**src/rtl/apb_master_arbiter.sv**
```systemverilog
// Two-requester APB master. Requesters 0 and 1 share one APB slave.
// Grants alternate round-robin when both requesters are waiting. Each transfer
// runs one SETUP cycle and then ACCESS cycles until PREADY is seen. A stalled
// ACCESS phase is aborted after TIMEOUT wait cycles; TIMEOUT = 0 disables the abort.
module apb_master_arbiter #(
  parameter int DATA_SIZE = 32,
  parameter int ADDR_SIZE = 6,
  parameter int TIMEOUT   = 16
) (
  input  logic                   PCLK,
  input  logic                   PRESETn,
  input  logic                   req0_valid,
  output logic                   req0_ready,
  input  logic                   req0_write,
  input  logic [ADDR_SIZE-1:0]   req0_addr,
  input  logic [DATA_SIZE-1:0]   req0_wdata,
  input  logic [DATA_SIZE/8-1:0] req0_strobe,
  input  logic                   req1_valid,
  output logic                   req1_ready,
  input  logic                   req1_write,
  input  logic [ADDR_SIZE-1:0]   req1_addr,
  input  logic [DATA_SIZE-1:0]   req1_wdata,
  input  logic [DATA_SIZE/8-1:0] req1_strobe,
  output logic                   rsp_valid,
  output logic                   rsp_id,
  output logic [DATA_SIZE-1:0]   rsp_rdata,
  output logic                   rsp_err,
  output logic                   rsp_timeout,
  output logic [ADDR_SIZE-1:0]   PADDR,
  output logic                   PSEL,
  output logic                   PENABLE,
  output logic                   PWRITE,
  output logic [DATA_SIZE-1:0]   PWDATA,
  output logic [DATA_SIZE/8-1:0] PSTROBE,
  input  logic [DATA_SIZE-1:0]   PRDATA,
  input  logic                   PREADY,
  input  logic                   PSLVERR
);

  // Counter just wide enough to hold TIMEOUT; at least one bit when the timeout is disabled.
  localparam int CNT_W = (TIMEOUT > 0) ? $clog2(TIMEOUT + 1) : 1;
  localparam logic [CNT_W-1:0] CNT_LIMIT = CNT_W'(TIMEOUT);

  typedef enum logic [1:0] {
    IDLE   = 2'd0,
    SETUP  = 2'd1,
    ACCESS = 2'd2
  } state_t;

  state_t                 state;
  state_t                 state_nxt;
  logic                   last_id;
  logic                   grant_id;
  logic                   accept;
  logic                   done_ok;
  logic                   done_to;
  logic                   cur_id;
  logic [CNT_W-1:0]       wait_cnt;
  logic [CNT_W-1:0]       cnt_inc;
  logic                   sel_write;
  logic [ADDR_SIZE-1:0]   sel_addr;
  logic [DATA_SIZE-1:0]   sel_wdata;
  logic [DATA_SIZE/8-1:0] sel_strobe;

  // Round-robin pick: a lone requester wins; on contention the one not served last wins.
  always_comb begin
    grant_id = req1_valid;
    if (req0_valid && req1_valid) grant_id = ~last_id;
    sel_write  = grant_id ? req1_write  : req0_write;
    sel_addr   = grant_id ? req1_addr   : req0_addr;
    sel_wdata  = grant_id ? req1_wdata  : req0_wdata;
    sel_strobe = grant_id ? req1_strobe : req0_strobe;
  end

  // Next-state and handshake decode; PREADY takes priority over the timeout abort.
  always_comb begin
    state_nxt  = state;
    accept     = 1'b0;
    done_ok    = 1'b0;
    done_to    = 1'b0;
    req0_ready = 1'b0;
    req1_ready = 1'b0;
    cnt_inc    = (wait_cnt == CNT_LIMIT) ? wait_cnt : wait_cnt + CNT_W'(1);
    case (state)
      IDLE: begin
        if (req0_valid || req1_valid) begin
          accept     = 1'b1;
          req0_ready = ~grant_id;
          req1_ready = grant_id;
          state_nxt  = SETUP;
        end
      end
      SETUP: state_nxt = ACCESS;
      ACCESS: begin
        if (PREADY) begin
          done_ok   = 1'b1;
          state_nxt = IDLE;
        end else if ((TIMEOUT != 0) && (cnt_inc == CNT_LIMIT)) begin
          done_to   = 1'b1;
          state_nxt = IDLE;
        end
      end
      default: state_nxt = IDLE;
    endcase
  end

  // State register.
  always_ff @(posedge PCLK or negedge PRESETn) begin
    if (!PRESETn) state <= IDLE;
    else          state <= state_nxt;
  end

  // Round-robin pointer and saturating wait counter; the counter restarts at every acceptance.
  always_ff @(posedge PCLK or negedge PRESETn) begin
    if (!PRESETn) begin
      last_id  <= 1'b1;
      wait_cnt <= '0;
    end else if (accept) begin
      last_id  <= grant_id;
      wait_cnt <= '0;
    end else if ((state == ACCESS) && !PREADY) begin
      wait_cnt <= cnt_inc;
    end
  end

  // APB bus outputs: capture the request at acceptance, raise PENABLE after SETUP, drop at completion.
  always_ff @(posedge PCLK or negedge PRESETn) begin
    if (!PRESETn) begin
      PSEL    <= 1'b0;
      PENABLE <= 1'b0;
      PWRITE  <= 1'b0;
      PADDR   <= '0;
      PWDATA  <= '0;
      PSTROBE <= '0;
      cur_id  <= 1'b0;
    end else if (accept) begin
      PSEL    <= 1'b1;
      PENABLE <= 1'b0;
      PWRITE  <= sel_write;
      PADDR   <= sel_addr;
      PWDATA  <= sel_wdata;
      PSTROBE <= sel_write ? sel_strobe : '0;
      cur_id  <= grant_id;
    end else if (state == SETUP) begin
      PENABLE <= 1'b1;
    end else if (done_ok || done_to) begin
      PSEL    <= 1'b0;
      PENABLE <= 1'b0;
    end
  end

  // Completion response: one-cycle valid pulse; the other fields hold until the next completion.
  always_ff @(posedge PCLK or negedge PRESETn) begin
    if (!PRESETn) begin
      rsp_valid   <= 1'b0;
      rsp_id      <= 1'b0;
      rsp_rdata   <= '0;
      rsp_err     <= 1'b0;
      rsp_timeout <= 1'b0;
    end else begin
      rsp_valid <= done_ok || done_to;
      if (done_ok || done_to) begin
        rsp_id      <= cur_id;
        rsp_rdata   <= (done_ok && !PWRITE) ? PRDATA : '0;
        rsp_err     <= done_ok ? PSLVERR : 1'b1;
        rsp_timeout <= done_to;
      end
    end
  end

endmodule

```
**config.mk**
```make
export PLATFORM = sky130hd
export DESIGN_NAME = apb_master_arbiter
export DESIGN_NICKNAME = d
export VERILOG_FILES = /design/src/rtl/apb_master_arbiter.sv
export SDC_FILE = /design/constraint.sdc
export NUM_CORES = 1
export LEC_CHECK = 0
export BUFFER_PORTS_ARGS = -buffer_cell sky130_fd_sc_hd__buf_2
export CORE_ASPECT_RATIO = 1.4
export CORE_UTILIZATION = 46
export CTS_CLUSTER_DIAMETER = 80
export DETAILED_ROUTE_END_ITERATION = 12
export PLACE_DENSITY = 0.81
export SLEW_MARGIN = 20
export SYNTH_ARGS = -nofsm -noshare
export SYNTH_HDL_FRONTEND = slang
export SYNTH_SLANG_ARGS = --single-unit
export TNS_END_PERCENT = 100
```
**constraint.sdc**
```tcl
create_clock -name PCLK -period 2.4 [get_ports PCLK]
set_input_delay 0.12 -clock PCLK [delete_from_list [all_inputs] [get_ports PCLK]]
set_output_delay 0.12 -clock PCLK [all_outputs]
set_load 0.02 [all_outputs]
```
======== After elaboration in Yosys (flattened, before gate mapping) ========
Index checks and enable logic that the tools add are counted.
cells by class
  bitwise operators ....................... 2
  equality and inequality tests ........... 7
  add/subtract/negate cells ............... 1
  reduce and logical (&&, ||, !) cells .... 13
  muxes and demuxes ....................... 31
operators by type and width
  operator             number
  $mux 32              2
  $mux 1               19
  $mux 5               3
  $eq 5x5->1 const B   2
  $mux 4               2
  $mux 2               3
  $mux 6               1
  $pmux 2 s3           1
  $add 5x1->5 const B  1
  $ne 2x2->1 const B   2
  $reduce_and 2->1     2
  $reduce_bool 2->1    2
  $logic_and 1x1->1    3
  $ne 3x3->1 const B   1
  $reduce_bool 3->1    1
  $eq 2x1->1 const B   1
  $eq 2x2->1 const B   1
  $logic_not 1->1      2
  $logic_not 2->1      1
  $logic_or 1x1->1     2
  $not 1->1            2
word-level totals
  word-level logic and storage cells ...... 69
  output and inout port bits .............. 83
  register bits ........................... 90
  input port bits ......................... 124

======== Logic depth before layout (Yosys ltp) ========
Gate-level depths: netlist of run 1.
  word-level depth ........................ 10
  gate-level depth with buffers ........... 8
  gate-level depth less buffers ........... 7

======== Worst setup path before layout of run 1 ========
Ideal clock, no wire load.
  path kind ............................... register -> register
  start point ............................. register wait_cnt[0]
  end point ............................... register rsp_id
  library setup time ...................... 0.124 ns
  arrival ................................. 1.762 ns
  stages on the path, launching flop included .. 8
  path buffers ............................ 0
  slack ................................... 0.514 ns
  cell sequence ........................... dfrtp_1 -> inv_1 -> ha_1 -> nand2b_4 -> a2111oi_4 -> nor2_2 -> a221o_1 -> a211o_1
between the ends
  word-level cells in the longest chain between the ends .. 7
  elaborated cells on any way between the ends .. 8
  classes of those cells .................. add/sub (1); eq/ne (2); mux (4); reduce/logical (1)
ends and longest elaborated chain
  what                                              RTL line  text
  from (decl)                                       58        logic [CNT_W-1:0] wait_cnt;
  from (signal assigned)                            122       wait_cnt <= cnt_inc;
  $add 5x1->5 / $eq 5x5->1 (equally long branches)  83        cnt_inc = (wait_cnt == CNT_LIMIT) ? wait_cnt : wait_cnt + CNT_W'(1);
  $mux 5 (*)                                        83
  $eq 5x5->1 (*)                                    98        end else if ((TIMEOUT != 0) && (cnt_inc == CNT_LIMIT)) begin
  $mux 1 (*)                                        98
  $mux 1 (*)                                        95        if (PREADY) begin
  $mux 1 (*)                                        84        case (state)
  $logic_or 1x1->1 (*)                              162       if (done_ok || done_to) begin
  to (signal assigned)                              163       rsp_id <= cur_id;
  to (decl)                                         25        output logic rsp_id,
Mark *: on every way between the ends. The rest lies on a longest branch, timed or not.
A chain may end at the register's enable or synchronous reset.

======== Worst setup path in the final report of run 1 ========
  start point ............................. register last_id
  end point ............................... output req1_ready
between the ends
  word-level cells in the longest chain between the ends .. 4
ends and longest elaborated chain
  what                    RTL line  text
  from (decl)             52        logic last_id;
  from (signal assigned)  119       last_id <= grant_id;
  $not 1->1               68        if (req0_valid && req1_valid) grant_id = ~last_id;
  $mux 1                  68
  $mux 1                  86        if (req0_valid || req1_valid) begin
  $mux 1                  84
  to (decl)               19        output logic req1_ready,
No other way between the ends.

==> summary.md, run 1 <==
| Metric | Value |
|---|---|
| Status | completed |
| Iteration-0 DRC Markers | between 200 and 250 |
| Final Max Slew Viols | 0 |
| Setup-failing EPs final | 0 |
| Max clock buf depth | 2 |
| DP Wirelength | 7810 um |
| Post-Synthesis Net Count | approximately 530 |
| Post-DRT Antenna Nets | 0 |
| Reg2Reg Depth | 8 |
| Area leader, netlist | dfrtp_1 |
| Synth top area cells | dfrtp_1, o21ai_0, mux2i_1 |
| Total power | between 7000 and 8000 uW |
| RSZ-0062 raised after global routing | no |
| Worst hold path endpoint | rsp_rdata[28] |
| Reg2Reg Setup Slack | 0.36 ns |
| Worst-Margin Slew | ~0.75 ns |
| Mapped Cells | between 400 and 500 |
| Max-slew headroom | 49.7% |
| Mapped cell area | approximately 4000 sq um |
| Sink Count | 90 |
| Site Rows | 40 |
| Hold path depth | 3 |
| Synthesized area per cell | between 10 and 15 sq um |
| Layout cell share with drive strength beyond 1 | between 30% and 40% |
| Filler cells | about 690 |
| Initial Utilization | 47.8% |
| Fin crit period | 2.14 ns |
| CTS tree | built |
| DR DRC count | 0 |
| MaxCap Viol Count | 0 |
| H-tree Lvls | 3 |
| Reg2reg start | wait_cnt[0] |
| Area share of the largest cell type after synthesis | a little over half |
| Hold crit path type | in2reg |
| Final Skew | roughly 0.008 ns |
| Gr usage total | roughly a quarter |
| Pre-Repair DR Iteration Count | 4 |
| Largest net degree at the start of global routing | 80 |
| Die area | 9330 sq um |
| Per-cell routed wire length | 14.6 um |
| CTS Root Cell | clkbuf_16 |
| VDD IR max | ~0.77 mV |
| Post-CTS Resized | 0 |
| Worst skew pair latency | about 0.33 ns |
| Die X | between 80 and 90 um |
| Routed vias | ~3700 |
| Finished Core Util | 64.9% |
| Worst path required time | approximately 2.3 ns |
| Hold violation total from the final report | 0 |
| # nets final | approximately 740 |
| Critical Path Fanout Max | 15 |
| First-pass GRT wire length | 16700 um |
| CTS Buf Count | 9 |
| Final WL | about 11000 um |
| Hold_buf cts | 5 |
| Die H | about 110 um |
| Ys Warns | 0 |
| Area grow syn2layout | 35.9% |
| Initial antenna violation count | 0 |
| Crit Path Class | reg2out |
| IO buf count | just over 200 |
| Hold Startpoint | PRDATA[28] |
| Vias in the first global route | 3572 |
| Post-route clock period utilization | approximately 89% |
| Non-Filler Instances | slightly above 700 |
| Reg area | around 2300 sq um |
| Ant diodes | 0 |
| Most frequent cells in the layout | buf_2, dfrtp_1, o21ai_0 |
| Total Negative Setup Slacks | 0 ns |
| CP max-delay cell | and2_1 |
| Vias per cell | ~5.2 |
| WP data arrival | approximately 2.0 ns |
| I/O pins | 207 |
| Gr ovfl total | 0 |
| Leak | approximately 0.003 uW |
| Critical Path End Type | output port |
| Worst-path cell chain | a21boi_4 > and2_1 > buf_2 |
| Dpl cells | around 700 |
| CP Launch Type | flip-flop |
| #FFs+latches synth | 90 |
| Capturing point of the worst reg2reg path | rsp_rdata[14] |
| Routability cong. | 0.852 |
| Post-CTS Setup Inserts | 0 |
| Max stage delay on crit path | 0.53 ns |
| Core Region | around 8600 sq um |
| Clock transition at the registers of the reported paths | 0.06 ns |
| Sequential share of the synthesized area | between 50% and 60% |
| Synth cell types | 39 |
| Max frequency | 467 MHz |
| Area of the multi-input gates | approximately 1600 sq um |
| Most common cell after layout, fill and taps aside | buf_2 |
| Cell Pwr Density | around 1300 nW/um^2 |
cell usage after synthesis, drive strengths merged:
cell type  number
o31a            1
buf            11
o21bai          1
inv            36
a2111oi         1
nand2          59
dfstp           1
o211ai          1
and2            2
o31ai           4
a22o            3
nor3            3
a221o           1
mux2i          33
and3            1
a221oi          1
nor2           11
dfrtp          89
nor2b           2
a21oi           2
o21ai          68
a211o           1
or3             1
a21boi          1
a21o            3
nand2b          4
clkbuf         14
a22oi          42
nand3           5
ha              2
xnor2           3
o22a            1
flip-flops by register name, summed over array words and instances, names as in the netlist:
register and cells:
PADDR 6, PSTROBE 4, PWDATA 32, rsp_err 1, PENABLE 1, wait_cnt 5, PWRITE 1, rsp_timeout 1
state 2, PSEL 1, rsp_valid 1, last_id 1, rsp_rdata 32, cur_id 1, rsp_id 1
cell families (layout without fill, tap and decap cells):
family	count (synthesis)	after routing	share of synthesized area, %
simple gates	88	88	9.13
mux	33	33	8.03
flops	90	90	54.8
buf+inv	61	270	6.06
xor+xnor	3	3	0.639
compound gates	131	131	20.7
fa+ha+maj	2	2	0.609
layout make-up:
cell class / count / area share (%)
Inverter: 36 / 2.42
Timing Repair Buffer: 219 / 20.7
Sequential cell: 90 / 40.3
Clock buffer: 11 / 4.52
Clock inverter: 4 / 0.470
Multi-Input combinational cell: 257 / 29.2
Tap cell: 105 / 2.35
report_power, final:
part           switching, uW  internal (uW)
registers                428           2170
clock network            555            752
logic                   1970           1170
total                   2960           4090
through the flow:
stage               setup WS [ns]  hold slack (ns)  area [sq um]
finish                      0.260           0.0118          5590
global route                0.111          0.00862          5590
CTS                         0.225          0.00593          5590
global placement            0.474            0.102          5260
floorplan                   0.514           -0.176          4110
detailed placement          0.384            0.106          5260
worst max-delay path: cells and delay by family, from the launching register on:
family                 cells  cell delay [ns]
AO/OA/AOI/OAI              1             0.51
buffers and inverters      1             0.26
flip-flops                 1             0.38
AND/OR/NAND/NOR            1             0.53
routing by layer:
layer | vias to the layer above | wire (um) | global-route usage (%)
met2 | 165 | 5320 | 38.8
met5 | - | 0 | 0
met3 | 10 | 868 | 6.64
li1 | 1820 | - | -
met1 | 1728 | 4220 | 28.1
met4 | 0 | 116 | 10.1
how the worst max path moves through the flow:
stage | start | endpoint | slack [ns] | depth (start not counted)
floorplan | wait_cnt[0] | rsp_id | 0.51 | 7
CTS | last_id | req1_ready | 0.22 | 3
detailed placement | wait_cnt[0] | rsp_id | 0.38 | 7
global placement | wait_cnt[0] | PENABLE | 0.47 | 8
global route | last_id | req1_ready | 0.11 | 3
finish | last_id | req1_ready | 0.26 | 3
Note: power is estimated with default switching activity, not from simulation.
==> run 2, diff against run 1 <==
--- a/config.mk
+++ b/config.mk
@@ -7,10 +7,11 @@
 export LEC_CHECK = 0
 export BUFFER_PORTS_ARGS = -buffer_cell sky130_fd_sc_hd__buf_2
 export CORE_ASPECT_RATIO = 1.4
-export CORE_UTILIZATION = 46
-export CTS_CLUSTER_DIAMETER = 80
+export CORE_UTILIZATION = 45
+export CTS_CLUSTER_DIAMETER = 50
 export DETAILED_ROUTE_END_ITERATION = 12
-export PLACE_DENSITY = 0.81
+export MAX_ROUTING_LAYER = met4
+export PLACE_DENSITY = 0.79
 export SLEW_MARGIN = 20
 export SYNTH_ARGS = -nofsm -noshare
 export SYNTH_HDL_FRONTEND = slang
==> run 2 against run 1 <==
  * Non-clock buffer count is 3 lower
  * Total power is 1.1% lower
  * Critical path depth is 1 higher
  * Sequential power hardly changed
  * Clock power is 3% lower
  * Sequential share of layout area is 0.13 points higher
  * Die area is 2.2% higher
  * First-iteration DRC count is 33% lower
  * Routed wire length is 1.4% lower
  * Maximum frequency is 3.7% higher
  * Worst setup slack better by 0.076 ns
  * Largest power group unchanged
==> summary.md, run 2 (synthesis results as in run 1) <==
| Metric | Value |
|---|---|
| First-pass GRT wire length | 16400 um (was 16700 um) |
| Final WL | 10400 um (was 10500 um) |
| Clock power share | 18.3% (was 18.5%) |
| Max clock buf depth | 2 (unchanged) |
| Post-route clock period utilization | 86.0% (was 89.2%) |
| Leak | 0.00294 uW (was 0.00296 uW) |
| Critical Path Fanout Max | 11 (was 15) |
| # nets final | 736 (was 739) |
| Placement Cell Area | 5260 sq um (about the same) |
| Critical Path End Type | output port (unchanged) |
| Worst-Margin Slew | 0.768 ns (was 0.751 ns) |
| Final Skew | 0.00794 ns (was 0.00784 ns) |
| Finished Core Util | 64.0% (was 64.9%) |
| Die X | 82.8 um (was 81.9 um) |
| RSZ-0062 raised after global routing | no (unchanged) |
| Reg area | 2250 sq um (unchanged) |
| CP Launch Type | flip-flop (unchanged) |
| Met2 GRT Util | 40.1% (was 38.8%) |
| Area grow syn2layout | 35.5% (was 35.9%) |
| Switching share of power | 42.4% (was 41.9%) |
| Crit Path Class | reg2out (unchanged) |
| Final Max Slew Viols | 0 (unchanged) |
| Max-slew headroom | 48.6% (was 49.7%) |
| Cell Pwr Density | 1250 nW/um^2 (was 1260 nW/um^2) |
| Routability cong. | 0.834 (was 0.852) |
| Gr ovfl total | 0 (unchanged) |
| Setup-failing EPs final | 0 (unchanged) |
| Regs by FF count | PWDATA: 32 flops, rsp_rdata: 32 flops, PADDR: 6 flops (unchanged) |
| Most frequent cells in the layout | buf_2, dfrtp_1, o21ai_0 (unchanged) |
| MaxCap Viol Count | 0 (unchanged) |
| GR Layer Usage met1 | 25.3% (was 28.1%) |
| CTS tree | built (unchanged) |
| Site Rows | 40 (unchanged) |
| Sequential power share | 37.2% (was 36.8%) |
| Fin crit period | 2.06 ns (was 2.14 ns) |
| IO buf count | 206 (unchanged) |
| I/O pins | 207 (unchanged) |
| Worst skew pair latency | 0.33 ns (about the same) |
| Max frequency | 484 MHz (was 467 MHz) |
| Pre-Repair DR Iteration Count | 4 (unchanged) |
| Vias in the first global route | 3662 (was 3572) |
| Filler cells | 737 (was 685) |
| H-tree Lvls | 3 (unchanged) |
| Worst path required time | 2.28 ns (about the same) |
| DR DRC count | 0 (unchanged) |
| Internal power | 4020 uW (was 4090 uW) |
| Iteration-0 DRC Markers | 151 (was 227) |
| GRT met3 Usage | 4.84% (was 6.64%) |
| Most common cell after layout, fill and taps aside | buf_2 (unchanged) |
| Post-CTS Setup Inserts | 0 (unchanged) |
| Largest net degree at the start of global routing | 80 (unchanged) |
| Clock transition at the registers of the reported paths | 0.07 ns (was 0.06 ns) |
| VDD IR max | 0.651 mV (was 0.768 mV) |
| DP Wirelength | 7840 um (was 7810 um) |
| Post-CTS Resized | 0 (unchanged) |
| Design area | 5570 sq um (was 5590 sq um) |
| Per-cell routed wire length | 14.4 um (was 14.6 um) |
| Hold_buf cts | 4 (was 5) |
| Switching power | 2960 uW (about the same) |
| Core Region | 8710 sq um (was 8610 sq um) |
| Initial antenna violation count | 1 (was 0) |
| Initial Utilization | 47.2% (was 47.8%) |
| WHS | 0.0106 ns (was 0.0118 ns) |
| Hold crit path type | in2reg (unchanged) |
| Total Negative Setup Slacks | 0 ns (unchanged) |
| Die H | 115 um (was 114 um) |
| Die area | 9530 sq um (was 9330 sq um) |
| Total power | 6970 uW (was 7050 uW) |
| Hold violation total from the final report | 0 (unchanged) |
| Sink Count | 90 (unchanged) |
| Status | completed (unchanged) |
| Post-DRT Antenna Nets | 0 (unchanged) |
| CTS Root Cell | clkbuf_16 (unchanged) |
| Area of the multi-input gates | 1630 sq um (unchanged) |
| Comb pwr share | 44.6% (about the same) |
| CTS Buf Count | 9 (unchanged) |
| Reg2Reg Setup Slack | 0.36 ns (about the same) |
| Vias per cell | 5.20 (was 5.16) |
| Gr usage total | 23.3% (was 23.5%) |
| Routed vias | 3748 (was 3723) |
| WP data arrival | 1.94 ns (was 2.02 ns) |
| Layout cell share with drive strength beyond 1 | 38.4% (was 38.6%) |
| Gr busiest metal | met2 (unchanged) |
[run 2: cell types whose count changed in the layout (fill, tap and decap cells not counted), sizes merged]
cell | before | now
clkinvlp | 1 | 2
buf | 214 | 212
dlygate4sd3 | 5 | 4
clkbuf | 11 | 10
clkinv | 2 | 3
diode | 0 | 1
[run 2: layer usage]
metal,up-vias,part of all wire (%)
li1,1820,-
met1,1747,39
met2,168,51
met3,13,8.3
met4,0,1.5
met5,-,0
[run 2: through the flow]
step           std cells  setup WS, ns
4_1_cts              720         0.343
3_5_place_dp         700         0.356
6_report             721         0.335
2_1_floorplan        408         0.514
5_1_grt              721         0.183
3_3_place_gp         700         0.438
[run 2: worst max-delay path, stage by stage (launching register included)]
cell and delay, ns:
dfrtp_1 0.42, nor2_1 0.23, o21ai_4 0.08, nor2_1 0.59, buf_2 0.29
[run 2: cell type report]
| class | instances | area share, % |
|---|---|---|
| clock inverters | 6 | 0.764 |
| inverters | 36 | 2.43 |
| diodes | 1 | 0.0449 |
| repair buffers | 216 | 20.5 |
| multi-input cells | 257 | 29.3 |
| well taps | 105 | 2.36 |
| flip-flops and latches | 90 | 40.4 |
| clock buffers | 10 | 4.11 |
[run 2: power groups by stage]
| stage | Clock (uW) | Sequential (uW) | Combinational [uW] |
|---|---|---|---|
| after global placement | 0 | 2570 | 3040 |
| final | 1270 | 2590 | 3110 |
| after global routing | 1370 | 2690 | 3460 |
| after detailed placement | 0 | 2610 | 3140 |
| after CTS | 1310 | 2590 | 3140 |
| after floorplan | 0 | 3280 | 1350 |
[run 2: worst paths after layout]
check	end	cells past startpoint	startpoint
setup / recovery	req0_ready	4	state[1]
min in group asynchronous	rsp_rdata[5]	2	PRESETn
hold reg to reg	PWDATA[30]	2	PWDATA[30]
hold / removal	PWDATA[30]	3	req0_wdata[30]
setup reg to reg	rsp_rdata[2]	7	wait_cnt[1]
max in group asynchronous	PWDATA[23]	3	PRESETn
